### config.mk
export PLATFORM = sky130hd
export DESIGN_NAME = addsub_pipe_flat
export DESIGN_NICKNAME = d
export VERILOG_FILES = /design/src/rtl/addsub_pipe_if.sv /design/src/rtl/addsub_pipe.sv /design/src/flat_wrapper.sv
export SDC_FILE = /design/constraint.sdc
export NUM_CORES = 1
export LEC_CHECK = 0
export CAP_MARGIN = 10
export CELL_PAD_IN_SITES_DETAIL_PLACEMENT = 0
export CELL_PAD_IN_SITES_GLOBAL_PLACEMENT = 1
export CORE_ASPECT_RATIO = 2
export CORE_MARGIN = 8
export CORE_UTILIZATION = 37
export DETAILED_ROUTE_END_ITERATION = 10
export PLACE_DENSITY = 0.8
export SYNTH_ARGS = -nofsm -noshare
export SYNTH_HDL_FRONTEND = slang
export SYNTH_SLANG_ARGS = --single-unit
### constraint.sdc
create_clock -name clk -period 3.3 [get_ports clk]
set_clock_uncertainty 0.2 [all_clocks]
set_input_delay 0.495 -clock clk [delete_from_list [all_inputs] [get_ports clk]]
set_output_delay 0.495 -clock clk [all_outputs]
set_load 0.05 [all_outputs]
### src/rtl/addsub_pipe_if.sv
// Operand/result handshake bundle for addsub_pipe; slave is the datapath side, master the producer/consumer side.
interface addsub_pipe_if #(
   parameter int nIO = 16
);
   logic           in_valid;
   logic           in_ready;
   logic           sub;
   logic [nIO-1:0] a;
   logic [nIO-1:0] b;
   logic           out_valid;
   logic           out_ready;
   logic [nIO-1:0] s;
   logic           carry;
   logic           OV;
   logic           zero;
   logic           neg;

   modport slave (
      input  in_valid, sub, a, b, out_ready,
      output in_ready, out_valid, s, carry, OV, zero, neg
   );

   modport master (
      output in_valid, sub, a, b, out_ready,
      input  in_ready, out_valid, s, carry, OV, zero, neg
   );
endinterface

### src/rtl/addsub_pipe.sv
// Segmented add/sub, one SEG-bit carry segment per stage, latency NST = nIO/SEG; whole pipe stalls while out_valid && !out_ready.
// Define ADDSUB_SAT_EN to clamp signed-overflowed results to the signed extremes in the last stage.
module addsub_pipe #(
   parameter int nIO = 16,
   parameter int SEG = 8
) (
   input  logic         clk,
   input  logic         rst,
   addsub_pipe_if.slave bus
);
   localparam int NST = nIO / SEG;
   localparam int NRG = (NST > 1) ? NST - 1 : 1;

   logic           stall;
   logic           vld_r;
   logic           cy_r;
   logic           ov_r;
   logic           zero_r;
   logic           neg_r;
   logic [nIO-1:0] s_r;

   // Stage inputs: element 0 is the live bus, element k is the register of stage k-1.
   logic           vld_in [NST];
   logic           cy_in  [NST];
   logic           sub_in [NST];
   logic [nIO-1:0] a_in   [NST];
   logic [nIO-1:0] bb_in  [NST];
   logic [nIO-1:0] ps_in  [NST];

   logic           vld_q [NRG];
   logic           cy_q  [NRG];
   logic           sub_q [NRG];
   logic [nIO-1:0] a_q   [NRG];
   logic [nIO-1:0] bb_q  [NRG];
   logic [nIO-1:0] ps_q  [NRG];

   assign stall         = vld_r && !bus.out_ready;
   assign bus.in_ready  = !stall;
   assign bus.out_valid = vld_r;
   assign bus.s         = s_r;
   assign bus.carry     = cy_r;
   assign bus.OV        = ov_r;
   assign bus.zero      = zero_r;
   assign bus.neg       = neg_r;

   for (genvar k = 0; k < NST; k++) begin : g_stg
      logic [SEG:0]   seg_sum;
      logic [nIO-1:0] ps_out;

      if (k == 0) begin : g_src
         assign vld_in[k] = bus.in_valid;
         assign cy_in[k]  = bus.sub;
         assign sub_in[k] = bus.sub;
         assign a_in[k]   = bus.a;
         assign bb_in[k]  = bus.b ^ {nIO{bus.sub}};
         assign ps_in[k]  = '0;
      end else begin : g_src
         assign vld_in[k] = vld_q[k-1];
         assign cy_in[k]  = cy_q[k-1];
         assign sub_in[k] = sub_q[k-1];
         assign a_in[k]   = a_q[k-1];
         assign bb_in[k]  = bb_q[k-1];
         assign ps_in[k]  = ps_q[k-1];
      end

      always_comb begin
         seg_sum = {1'b0, a_in[k][k*SEG +: SEG]} + {1'b0, bb_in[k][k*SEG +: SEG]}
                 + {{SEG{1'b0}}, cy_in[k]};
         ps_out = ps_in[k];
         ps_out[k*SEG +: SEG] = seg_sum[SEG-1:0];
      end

      if (k < NST - 1) begin : g_reg
         always_ff @(posedge clk) begin
            if (rst) begin
               vld_q[k] <= 1'b0;
               cy_q[k]  <= 1'b0;
               sub_q[k] <= 1'b0;
               a_q[k]   <= '0;
               bb_q[k]  <= '0;
               ps_q[k]  <= '0;
            end else if (!stall) begin
               vld_q[k] <= vld_in[k];
               cy_q[k]  <= seg_sum[SEG];
               sub_q[k] <= sub_in[k];
               a_q[k]   <= a_in[k];
               bb_q[k]  <= bb_in[k];
               ps_q[k]  <= ps_out;
            end
         end
      end else begin : g_out
         logic           a_msb;
         logic           b_msb;
         logic           s_msb;
         logic           ov_nxt;
         logic [nIO-1:0] s_nxt;

         // Overflow is judged on the original b sign, recovered by undoing the inversion.
         always_comb begin
            a_msb  = a_in[k][nIO-1];
            b_msb  = bb_in[k][nIO-1] ^ sub_in[k];
            s_msb  = ps_out[nIO-1];
            ov_nxt = sub_in[k] ? ((a_msb != b_msb) && (s_msb != a_msb))
                               : ((a_msb == b_msb) && (s_msb != a_msb));
            s_nxt  = ps_out;
`ifdef ADDSUB_SAT_EN
            if (ov_nxt) begin
               s_nxt = a_msb ? {1'b1, {(nIO-1){1'b0}}} : {1'b0, {(nIO-1){1'b1}}};
            end
`else
`endif
         end

         always_ff @(posedge clk) begin
            if (rst) begin
               vld_r  <= 1'b0;
               s_r    <= '0;
               cy_r   <= 1'b0;
               ov_r   <= 1'b0;
               zero_r <= 1'b0;
               neg_r  <= 1'b0;
            end else if (!stall) begin
               vld_r  <= vld_in[k];
               s_r    <= s_nxt;
               cy_r   <= seg_sum[SEG];
               ov_r   <= ov_nxt;
               zero_r <= (s_nxt == '0);
               neg_r  <= s_nxt[nIO-1];
            end
         end
      end
   end
endmodule

### src/flat_wrapper.sv
// flat-port wrapper written by rule: the top's interface ports become plain ports
module addsub_pipe_flat 
#(
   parameter int nIO = 16,
   parameter int SEG = 8
)
  (clk, rst, bus_in_valid, bus_sub, bus_a, bus_b, bus_out_ready, bus_in_ready, bus_out_valid, bus_s, bus_carry, bus_OV, bus_zero, bus_neg);
  addsub_pipe_if #(.nIO(nIO)) bus_i ();
  input  logic clk;
  input  logic rst;
  input wire logic [$bits(bus_i.in_valid)-1:0] bus_in_valid;
  input wire logic [$bits(bus_i.sub)-1:0] bus_sub;
  input wire logic [$bits(bus_i.a)-1:0] bus_a;
  input wire logic [$bits(bus_i.b)-1:0] bus_b;
  input wire logic [$bits(bus_i.out_ready)-1:0] bus_out_ready;
  output wire logic [$bits(bus_i.in_ready)-1:0] bus_in_ready;
  output wire logic [$bits(bus_i.out_valid)-1:0] bus_out_valid;
  output wire logic [$bits(bus_i.s)-1:0] bus_s;
  output wire logic [$bits(bus_i.carry)-1:0] bus_carry;
  output wire logic [$bits(bus_i.OV)-1:0] bus_OV;
  output wire logic [$bits(bus_i.zero)-1:0] bus_zero;
  output wire logic [$bits(bus_i.neg)-1:0] bus_neg;
  assign bus_i.in_valid = bus_in_valid;
  assign bus_i.sub = bus_sub;
  assign bus_i.a = bus_a;
  assign bus_i.b = bus_b;
  assign bus_i.out_ready = bus_out_ready;
  assign bus_in_ready = bus_i.in_ready;
  assign bus_out_valid = bus_i.out_valid;
  assign bus_s = bus_i.s;
  assign bus_carry = bus_i.carry;
  assign bus_OV = bus_i.OV;
  assign bus_zero = bus_i.zero;
  assign bus_neg = bus_i.neg;
  addsub_pipe #(.nIO(nIO), .SEG(SEG)) u_core (.clk(clk), .rst(rst), .bus(bus_i));
endmodule
==> flow_summary.yaml <==
finish:
  area_delta_synth_final_pct: 34.2
  fin_nets: 361
  finalCoreUtilization_pct: 50.4
  num-fill-cells: 622
  antenna_cells: 0
  multi_input_area_sq_um: 1160
  regArea_sq_um: 1180
  drive_above_1_share_pct: 6.17
synthesis:
  synth_cells: 247
  synth_top_area_share_pct: 32.1
  seq_area_frac_synth_pct: 48.6
  synth_common_cells: "nand2_1 (30), nor2_1 (30), edfxtp_1 (26)"
  synth_cell_type_count: 38
  synth_ff_type: "edfxtp_1"
  synth_nets: 301
  synthTopCellsByArea: "edfxtp_1 (32%), dfxtp_1 (16%), ha_1 (7.2%)"
  synth_edf_count: 26
  async_flop_share_pct: 0
  postSynthAreaPerCell_sq_um: 9.83
  yosysTopAreaCell: "edfxtp_1"
  synth_seq_cells: 46
  syn_area_sq_um: 2430
  ys.warnings.count: 0
critical_path:
  path_class: "input pin to register"
  path_buf_inv: 2
  crit_family: "compound AO/OA/AOI/OAI gates"
  worstPathArrival_ns: 2.65
  crit_fanout: 4
  cp.depth: 10
  rr_endpoint: "u_core.bus.zero"
  crit_slowest_cell: "clkdlybuf4s50_1"
  reg2reg_from: "u_core.bb_q[0][8]"
  crit_chain: "clkdlybuf4s50_1 -> xor2_1 -> inv_1 -> fa_1 -> nor2b_1 -> o21ai_1 -> a21bo_2 -> a21oi_1 -> o21ai_0 -> a21oi_1"
  slowest_delay_ns: 0.53
  regToRegSetupSlack_ns: 0.79
  reg2regPathDepth: 8
  worstPathRequired_ns: 3.22
  critPathCaptureType: "register"
  crit_top_cell: "a21oi_1"
  critPathLaunchType: "input pin"
clock_network:
  cts_resized: 0
  cts_hold_buffers: 0
  clk_latency_ns: 0.28
  htree_levels: 2
  cts_tree: "yes"
  root_buffer: "clkbuf_16"
  max-clock-path-buffers: 2
  cts_buffers: 5
  cts_sinks: 46
  clk_pin_slew_ns: 0.06
  post-cts-setup-buffers: 0
sta:
  fmax_ghz: 0.366
  setup_slack_ns: 0.571
  period_minus_slack_ns: 2.73
  relSlewSlack_pct: 56.5
  whs_ns: 0.249
  hold_viol_final: 0
  final.period_utilization_pct: 82.7
  setup_viol: 0
  slew_viol_final: 0
  finalSetupTns_ns: 0
  rsz0062_at_grt: "no"
  worstMarginPinSlew_ns: 0.652
route:
  first_iter_violations: 64
  via_per_inst: 4.61
  wire_per_inst_um: 11.7
  ant_nets: 0
  dr.pass1.iters: 4
  post-route-drc-count: 0
  wirelength_mm: 4.65
  vias: 1825
power:
  powerDensity_nw_per_um2: 500
  seqPwrFrac_pct: 43.3
  internal_power_w: 0.00115
  ir_drop_mv: 0.273
  pwr-share-comb_pct: 28.0
  sw_frac_of_total_pct: 29.5
  p_switching_w: 0.000481
  p_clk_share_pct: 28.7
  p_leak_nw: 1.30
floorplanning:
  start_util_pct: 37.6
  core.rowCount: 42
  chipWidth_um: 73.3
  ioPinCount: 59
  die_h_um: 131
  core-area_sq_um: 6460
  die-area_sq_um: 9570
hold_path:
  hp-class: "register to register"
  worstHoldStart: "u_core.bus.s[6]"
  hold_end: "u_core.bus.s[6]"
  hold_depth: 2
outcome:
  status: "finished, final reports clean"
grt:
  antenna_found_initial: 0
  grt_usage_pct: 10.3
  grt_pass1_wl_mm: 7.83
  overflow: 0
  grt_pass1_vias: 1847
  grt_max_degree: 26
place:
  gp_congestion: 0.788
  port-buffer-count: 58
  hpwl_mm: 3.89
  dp_slack_ns: 0.281
flow_run:
  drv_cap: 0
[through the flow]
step / area [sq um] / cells / power (W)
2_1_floorplan: 2430 / 247 / 0.00103
3_3_place_gp: 3120 / 388 / 0.00117
3_5_place_dp: 3120 / 388 / 0.00118
4_1_cts: 3260 / 396 / 0.00165
5_1_grt: 3260 / 396 / 0.00172
6_report: 3260 / 396 / 0.00163
[routing by layer]
layer | wire length (um) | track usage (%)
met1 | 1970 | 11.2
met2 | 2260 | 17.5
met3 | 350 | 3.67
met4 | 76 | 4.28
met5 | 0 | 0
[sequential cells by signal, summed over array words and instances, names as in the netlist]
name / flops
u_core.bus.carry: 1
u_core.vld_q: 1
u_core.cy_q: 1
u_core.bus.neg: 1
u_core.bus.out_valid: 1
u_core.a_q: 8
u_core.bus.s: 15
u_core.bus.zero: 1
u_core.bus.OV: 1
u_core.bb_q: 8
u_core.ps_q: 8
[tightest hold or removal path, stage by stage (launching register included)]
cell     delay, ns
dfxtp_1       0.31
nand2_1       0.05
a21oi_1       0.05
[power by group through the flow]
| stage | registers, W | logic, W | clock network [W] |
|---|---|---|---|
| CTS | 0.000708 | 0.000461 | 0.000480 |
| floorplan | 0.000807 | 0.000220 | 0 |
| detailed placement | 0.000720 | 0.000459 | 0 |
| global route | 0.000714 | 0.000502 | 0.000503 |
| global placement | 0.000717 | 0.000454 | 0 |
| finish | 0.000706 | 0.000456 | 0.000467 |
[layout make-up]
cell class | instances | area share, %
Multi-Input combinational cell | 179 | 35.5
Clock buffer | 5 | 3.84
Timing Repair Buffer | 65 | 19.3
Tap cell | 88 | 3.38
Clock inverter | 3 | 0.499
Sequential cell | 46 | 36.2
Inverter | 10 | 1.15
[cells in the final DEF, fill, tap and decap left out, types with 2 or more instances in the layout]
cell and n:
ha_1 14, xor2_1 12, dfxtp_1 20, a21oi_1 21, nand3_1 2, inv_1 10, nor2_1 30, a21o_1 2
a211oi_1 4, o31ai_1 3, nand2b_1 3, and2_1 9, fa_1 3, clkdlybuf4s50_1 57, o21ai_0 9, nand4_1 2
buf_4 8, edfxtp_1 26, nor3_1 4, clkbuf_16 5, nor2b_1 4, nand2_1 30, xnor2_1 12, a31oi_1 2
[cell families after synthesis]
| family | Yosys count | synth area share [%] |
|---|---|---|
| DFF | 46 | 48.6 |
| muxes | 1 | 0.412 |
| xor gates and xnor gates | 24 | 8.66 |
| buffers and inverters | 22 | 3.66 |
| and+or+nand+nor | 90 | 17.5 |
| AOI/OAI and AO/OA | 47 | 11.4 |
| adders and majority gates | 17 | 9.69 |
[worst max-delay path by stage]
stage                     startpoint           endpoint  slack [ns]
after floorplan              bus_sub  u_core.ps_q[0][6]        0.73
after global placement       bus_sub  u_core.ps_q[0][6]        0.35
after detailed placement     bus_sub  u_core.ps_q[0][6]        0.28
after CTS                    bus_sub     u_core.cy_q[0]        0.57
after global routing         bus_sub     u_core.cy_q[0]        0.42
final                        bus_sub     u_core.cy_q[0]        0.57
No activity file was read; power rests on OpenSTA's default activity.
